==> src/rtl/fir_out_decim_if.sv <==
// ============================================================================
// Module  : fir_out_decim_if
// Brief   : Sample-in / FIFO-out bundle for the FIR output decimator.
// Revision: 1.0 - initial release
// ============================================================================
`default_nettype none

interface fir_out_decim_if #(
  parameter int W = 12
);
  logic [W-1:0] Din;
  logic         din_valid;
  logic [3:0]   decim;
  logic [W-1:0] Dout;
  logic         dout_valid;
  logic         dout_ready;
  logic [4:0]   fill;
  logic         overflow;
  logic         clr_ovf;

  modport master (
    output Din, din_valid, decim, dout_ready, clr_ovf,
    input  Dout, dout_valid, fill, overflow
  );

  modport slave (
    input  Din, din_valid, decim, dout_ready, clr_ovf,
    output Dout, dout_valid, fill, overflow
  );
endinterface

`default_nettype wire

==> src/rtl/fir_out_decim.sv <==
// ============================================================================
// Module  : fir_out_decim
// Brief   : Decimates a FIR sample stream and buffers kept samples in a FWFT FIFO.
// Revision: 1.0 - initial release
// ============================================================================
`default_nettype none

module fir_out_decim #(
  parameter int W     = 12,
  parameter int DEPTH = 8
) (
  input  logic             Clk,
  input  logic             Hlt,
  fir_out_decim_if.slave   bus
);

  localparam int         AW      = (DEPTH > 1) ? $clog2(DEPTH) : 1;
  localparam logic [4:0] c_DEPTH = 5'(DEPTH);

  logic [3:0]    phase_q, phase_d;
  logic [AW-1:0] wr_q, wr_d;
  logic [AW-1:0] rd_q, rd_d;
  logic [4:0]    fill_q, fill_d;
  logic          ovf_q, ovf_d;
  logic [W-1:0]  mem_q [DEPTH];

  logic w_keep, w_pop, w_push, w_drop;

  always_comb begin
    w_keep = bus.din_valid && (phase_q == 4'd0);
    w_pop  = (fill_q != 5'd0) && bus.dout_ready;
    // A full FIFO still accepts a push when the head leaves in the same cycle.
    w_push = w_keep && ((fill_q != c_DEPTH) || w_pop);
    w_drop = w_keep && !w_push;

    phase_d = phase_q;
    if (bus.din_valid) begin
      phase_d = (phase_q >= bus.decim) ? 4'd0 : phase_q + 4'd1;
    end

    wr_d = w_push ? wr_q + AW'(1) : wr_q;
    rd_d = w_pop  ? rd_q + AW'(1) : rd_q;

    fill_d = fill_q;
    case ({w_push, w_pop})
      2'b10:   fill_d = fill_q + 5'd1;
      2'b01:   fill_d = fill_q - 5'd1;
      default: fill_d = fill_q;
    endcase

    // A drop outranks a concurrent clear so no lost sample goes unreported.
    ovf_d = w_drop ? 1'b1 : (bus.clr_ovf ? 1'b0 : ovf_q);
  end

  always_ff @(posedge Clk or posedge Hlt) begin
    if (Hlt) begin
      phase_q <= 4'd0;
      wr_q    <= '0;
      rd_q    <= '0;
      fill_q  <= 5'd0;
      ovf_q   <= 1'b0;
    end else begin
      phase_q <= phase_d;
      wr_q    <= wr_d;
      rd_q    <= rd_d;
      fill_q  <= fill_d;
      ovf_q   <= ovf_d;
    end
  end

  always_ff @(posedge Clk) begin
    if (w_push && !Hlt) begin
      mem_q[wr_q] <= bus.Din;
    end
  end

  assign bus.Dout       = (fill_q != 5'd0) ? mem_q[rd_q] : '0;
  assign bus.dout_valid = (fill_q != 5'd0);
  assign bus.fill       = fill_q;
  assign bus.overflow   = ovf_q;

endmodule

`default_nettype wire
==> src/flat_wrapper.sv <==
// flat-port wrapper written by rule: the top's interface ports become plain ports
module fir_out_decim_flat 
#(
  parameter int W     = 12,
  parameter int DEPTH = 8
)
  (Clk, Hlt, bus_Din, bus_din_valid, bus_decim, bus_dout_ready, bus_clr_ovf, bus_Dout, bus_dout_valid, bus_fill, bus_overflow);
  fir_out_decim_if #(.W(W)) bus_i ();
  input  logic Clk;
  input  logic Hlt;
  input wire logic [$bits(bus_i.Din)-1:0] bus_Din;
  input wire logic [$bits(bus_i.din_valid)-1:0] bus_din_valid;
  input wire logic [$bits(bus_i.decim)-1:0] bus_decim;
  input wire logic [$bits(bus_i.dout_ready)-1:0] bus_dout_ready;
  input wire logic [$bits(bus_i.clr_ovf)-1:0] bus_clr_ovf;
  output wire logic [$bits(bus_i.Dout)-1:0] bus_Dout;
  output wire logic [$bits(bus_i.dout_valid)-1:0] bus_dout_valid;
  output wire logic [$bits(bus_i.fill)-1:0] bus_fill;
  output wire logic [$bits(bus_i.overflow)-1:0] bus_overflow;
  assign bus_i.Din = bus_Din;
  assign bus_i.din_valid = bus_din_valid;
  assign bus_i.decim = bus_decim;
  assign bus_i.dout_ready = bus_dout_ready;
  assign bus_i.clr_ovf = bus_clr_ovf;
  assign bus_Dout = bus_i.Dout;
  assign bus_dout_valid = bus_i.dout_valid;
  assign bus_fill = bus_i.fill;
  assign bus_overflow = bus_i.overflow;
  fir_out_decim #(.W(W), .DEPTH(DEPTH)) u_core (.Clk(Clk), .Hlt(Hlt), .bus(bus_i));
endmodule
==> config.mk <==
export PLATFORM = sky130hd
export DESIGN_NAME = fir_out_decim_flat
export DESIGN_NICKNAME = d
export VERILOG_FILES = /design/src/rtl/fir_out_decim_if.sv /design/src/rtl/fir_out_decim.sv /design/src/flat_wrapper.sv
export SDC_FILE = /design/constraint.sdc
export NUM_CORES = 1
export LEC_CHECK = 0
export ABC_AREA = 1
export BUFFER_PORTS_ARGS = -buffer_cell sky130_fd_sc_hd__buf_2
export CAP_MARGIN = 20
export CORE_MARGIN = 2
export CORE_UTILIZATION = 56
export DETAILED_ROUTE_END_ITERATION = 7
export HOLD_SLACK_MARGIN = 0.03
export PLACE_DENSITY_LB_ADDON = 0.08
export SYNTH_ARGS = -nofsm -noshare
export SYNTH_HDL_FRONTEND = slang
export SYNTH_SLANG_ARGS = --single-unit
export TNS_END_PERCENT = 10
==> constraint.sdc <==
create_clock -name Clk -period 5.2 [get_ports Clk]
set_input_delay 0.26 -clock Clk [delete_from_list [all_inputs] [get_ports Clk]]
set_output_delay 0.26 -clock Clk [all_outputs]
set_load 0.01 [all_outputs]
======== Word level (Yosys, flattened, before mapping) ========
Memories as Yosys holds them, arrays and structs flattened.
Cells that the tools add are included.
storage, ports and cells
  memory bits (writable) .................. 96
  bits in registers ....................... 16
  memories ................................ 1
  bits of input ports ..................... 21
memory list
  name          depth  width  read ports  clocked after memory_dff  write ports  RTL line             text
  u_core.mem_q  8      12     1           0                         1            fir_out_decim.sv:25  logic [W-1:0] mem_q [DEPTH];
cells by class
  equality and inequality tests ........... 3
  muxes and demuxes ....................... 7
  add/subtract/negate cells ............... 5
  order comparisons ....................... 1
  reductions and logical operators ........ 12
operators by type and width
  kind                                                                     number
  12-bit two-way mux                                                       1
  5-bit case mux with 2 select lines                                       1
  3-bit by 1-bit adder with 3-bit output, second input constant            2
  5-bit by 1-bit adder with 5-bit output, second input constant            1
  1-bit logical AND                                                        5
  5-bit by 4-bit inequality test with 1-bit output, second input constant  1
  5-bit nonzero test                                                       1
  5-bit by 1-bit subtractor with 5-bit output, second input constant       1
  4-bit by 1-bit adder with 4-bit output, second input constant            1
  4-bit greater-or-equal comparator                                        1
  4-bit zero test                                                          1
  1-bit two-way mux                                                        4
  4-bit two-way mux                                                        1
  2-bit nonzero test                                                       2
  2-bit by 1-bit == test with 1-bit output, second input constant          1
  2-bit == test, second input constant                                     1
  1-bit zero test                                                          2
  1-bit logical OR                                                         1

======== Longest topological paths before layout ========
  depth in word-level cells ............... 7
  mapped depth ............................ 13
  mapped depth without buffers ............ 13

======== Least setup slack after synthesis ========
Ideal clock, no wire load.
  path kind ............................... reg2reg
  start point ............................. reg u_core.phase_q[1]
  end point ............................... mem u_core.mem_q[0][0], enable pin
  cell stages (with the launch flop) ...... 8
  clock period less this slack ............ 2.061 ns
  buffers on the path ..................... 0
  arrival ................................. 1.681 ns
  setup slack ............................. 3.139 ns
  setup time .............................. 0.380 ns
  cells stage by stage .................... dfrtp_1 -> inv_1 -> ha_1 -> nand2_1 -> nor2_2 -> nand2_1 -> or2_1 -> nor2_1
on the way
  word-level cells in the longest chain between the ends .. 6
ends and longest elaborated chain
  what                                     RTL line             text
  start: declaration                       fir_out_decim.sv:20  logic [3:0] phase_q, phase_d;
  start signal: assignment                 fir_out_decim.sv:63  phase_q <= phase_d;
  4-bit zero test                          fir_out_decim.sv:30  w_keep = bus.din_valid && (phase_q == 4'd0);
  1-bit logical AND                        fir_out_decim.sv:30
  1-bit logical AND                        fir_out_decim.sv:33  w_push = w_keep && ((fill_q != c_DEPTH) || w_pop);
  1-bit logical AND                        fir_out_decim.sv:72  if (w_push && !Hlt) begin
  1-bit two-way mux                        fir_out_decim.sv:72
  1-bit two-way mux (implied by the code)  fir_out_decim.sv:73  mem_q[wr_q] <= bus.Din;
  end: declaration                         fir_out_decim.sv:25
No other way between the ends.

======== Worst setup path in the final report ========
  start point ............................. reg u_core.rd_q[0]
  end point ............................... out bus_Dout[2]
on the way
  word-level cells in the longest chain between the ends .. 2
ends and longest elaborated chain
  what                      RTL line             text
  start: declaration        fir_out_decim.sv:22  logic [AW-1:0] rd_q, rd_d;
  start signal: assignment  fir_out_decim.sv:65  rd_q <= rd_d;
  memory 8 x 12 bit         -
  12-bit two-way mux        fir_out_decim.sv:77  assign bus.Dout = (fill_q != 5'd0) ? mem_q[rd_q] : '0;
  end: declaration          flat_wrapper.sv:16   output wire logic [$bits(bus_i.Dout)-1:0] bus_Dout;
No other way between the ends.

==> flow_summary.toml <==
[run_status]
status = "finished, final reports clean"

[synth]
synthesis.area_um2 = 4852
ys_top_cells_by_area = "edfxtp_1, dfrtp_1, nor2_1, o21ai_0, nand2_1"
synth_seq_cells = 112
syn_area_per_cell_um2 = 11.47
ys_seq_area_share_pct = 67.66
synthFlopType = "edfxtp_1"
ys_types = 30
ys_async_sr_fraction_pct = 14.29
ys_warn_count = 0
synthesis.nets = 456
synth_top_area_share_pct = 59.41
netlist.top_cell.by_area = "edfxtp_1"
synth_cells = 423
synth_edf_count = 96

[timing]
hold_violations = 0
setup_viol_count_final = 0
rsz0062_at_grt = "no"
fmax_mhz = 366.2
slew_headroom_pct = 27.40
worst_pin_slew_ps = 1085
worst_clock_skew_ps = 14.19
tns_ps = 0
slew_violations = 0
finalCritPeriodShare_pct = 52.52
period_minus_slack_ps = 2731

[critical_path]
arrival_ps = 2470
worstSetupEndpointType = "primary output"
cp.required_ps = 4940
critPathLaunchType = "flip-flop"
path_class = "flip-flop to primary output"
path_max_fanout = 50

[floorplanning]
die_h_um = 97.09
die_area_um2 = 9426
start_util_pct = 58.47
fp.dieW_um = 97.09
core_um2 = 8299
num_rows = 33
ios = 40

[cells_and_area]
syn_to_final_growth_pct = 9.567
final_core_util_pct = 64.06
antenna_cells = 0
layout-drive-gt1-share_pct = 15.42
nets = 495
most-common-layout-cells = "nor2_1, edfxtp_1, nand2_1, o21ai_0, buf_2"

[job]
maxCapViolCount = 0

[detailed_routing]
firstDrtPassIters = 4
dr_total_vias = 3159
finalWirelength_um = 9576
antenna_left = 0
drtIter0Drc = 186
routedWlPerCell_um = 16.74
viasPerCell = 5.523
drc = 0

[worst_hold_path]
hold_path.class = "primary input to flip-flop"

[clocking]
numCtsBuffers = 9
cts_tree = "done"
htreeDepth = 3
path_clk_slew_ps = 100
cts_sinks = 112
clk_latency_ps = 370
cts_setup_buffers = 0
cts_max_path_buffers = 2
root_buffer = "clkbuf_8"

[grt]
antenna_found_initial = 0
grt_usage_pct = 21.05
grt_pass1_vias = 3000
grt_pass1_wl_um = 15280
globalRouteOverflowTotal = 0
grt_max_degree = 51

[power_and_ir_drop]
p_leak_uw = 0.002057
internal-power_uw = 1638
vdd_ir_drop_max_mv = 0.2883
netSwitchingFraction_pct = 40.36
p_clk_share_pct = 17.3
power_frac_seq_pct = 41.8
p_switching_uw = 1108
p_per_area_nw_per_um2 = 516.5
comb_power_share_pct = 40.8

[placement]
portBuffers = 39
place_congestion = 0.7961
post-dp-hpwl_um = 6084
[power by group through the flow]
stage          clock (µW)  sequential, µW  combinational [µW]
3_3_place_gp            0            1170                1090
4_1_cts               486            1150                1120
5_1_grt               522            1160                1270
6_report              476            1150                1120
2_1_floorplan           0            1140                 841
3_5_place_dp            0            1170                1120
[final cells by class]
type	instances	area, µm²
clock buffer	9	123.9
clock inverter	7	58.81
fill	679	2983
inverter	25	93.84
multi-input combinational	266	1349
sequential	112	3283
tap	105	131.4
timing repair buffer	48	276.5
[layer usage]
layer | vias to the layer above | part of all wire (%) | global-route usage, %
li1 | 1554 | - | -
met1 | 1505 | 46 | 30.72
met2 | 89 | 46 | 31.94
met3 | 11 | 7.6 | 4.029
met4 | 0 | 1.3 | 7.692
met5 | - | 0 | 0
[per-stage QoR]
stage	cell area, µm²	hold WS, ps	std cells	total power (µW)	setup WS, ps
final	5316	69.68	572	2746	2469
after global routing	5316	57.42	572	2958	2242
after CTS	5283	57.24	568	2759	2451
after detailed placement	5090	403.1	551	2288	2657
after global placement	5067	388.7	549	2252	2726
after floorplan	4852	207.2	423	1977	3139
[Yosys cell counts (3+ instances only)]
library cell,number
nand3_1,16
nor2_1,96
inv_1,21
nand2_1,44
o22ai_1,14
dfrtp_1,16
buf_6,3
a21oi_1,4
buf_4,4
xor2_1,4
buf_2,9
o21ai_0,43
o21ai_1,7
inv_2,4
edfxtp_1,96
o211ai_1,12
ha_1,11
[cell families (layout without fill, tap and decap cells)]
kind of cell	after synthesis	count (layout)	share of synthesized area (%)
adders and majority gates	12	12	3.249
and+or+nand+nor	166	166	13.92
DFF	112	112	67.66
xor gates and xnor gates	6	6	1.083
buffers and inverters	45	89	4.538
AOI/OAI and AO/OA	82	82	9.541
[worst max-delay path, stage by stage, from the launching register on]
cell and delay [ps]:
dfrtp_1 370, buf_4 280, inv_2 680, o21ai_0 180, o22ai_1 260, nor2_1 70
nor2_1 120, buf_2 130
[flip-flops by register name, summed over array words and instances, names as in the netlist]
name / flops
u_core.phase_q: 4
u_core.rd_q: 3
u_core.mem_q: 96
u_core.bus.fill: 5
u_core.bus.overflow: 1
u_core.wr_q: 3
[path summary, 6_finish.rpt]
kind,cells past startpoint,slack [ps],startpoint,to
setup / recovery,7,2470,u_core.rd_q[0]$_DFFE_PP0P_,bus_Dout[2]
hold / removal,2,70,bus_clr_ovf,u_core.bus.overflow$_DFFE_PP0P_
setup reg to reg,7,2680,u_core.phase_q[1]$_DFFE_PP0P_,u_core.mem_q[4][2]$_DFFE_PP_
hold reg to reg,2,530,u_core.bus.overflow$_DFFE_PP0P_,u_core.bus.overflow$_DFFE_PP0P_
max in group asynchronous,3,4200,Hlt,u_core.wr_q[1]$_DFFE_PP0P_
min in group asynchronous,3,550,Hlt,u_core.bus.fill[4]$_DFFE_PP0P_
[what timing repair did]
action,CTS,global route
hold endpoints to repair,16,0
gates resized for setup,0,0
hold buffers,1,0
No activity file was read; power rests on OpenSTA's default activity.
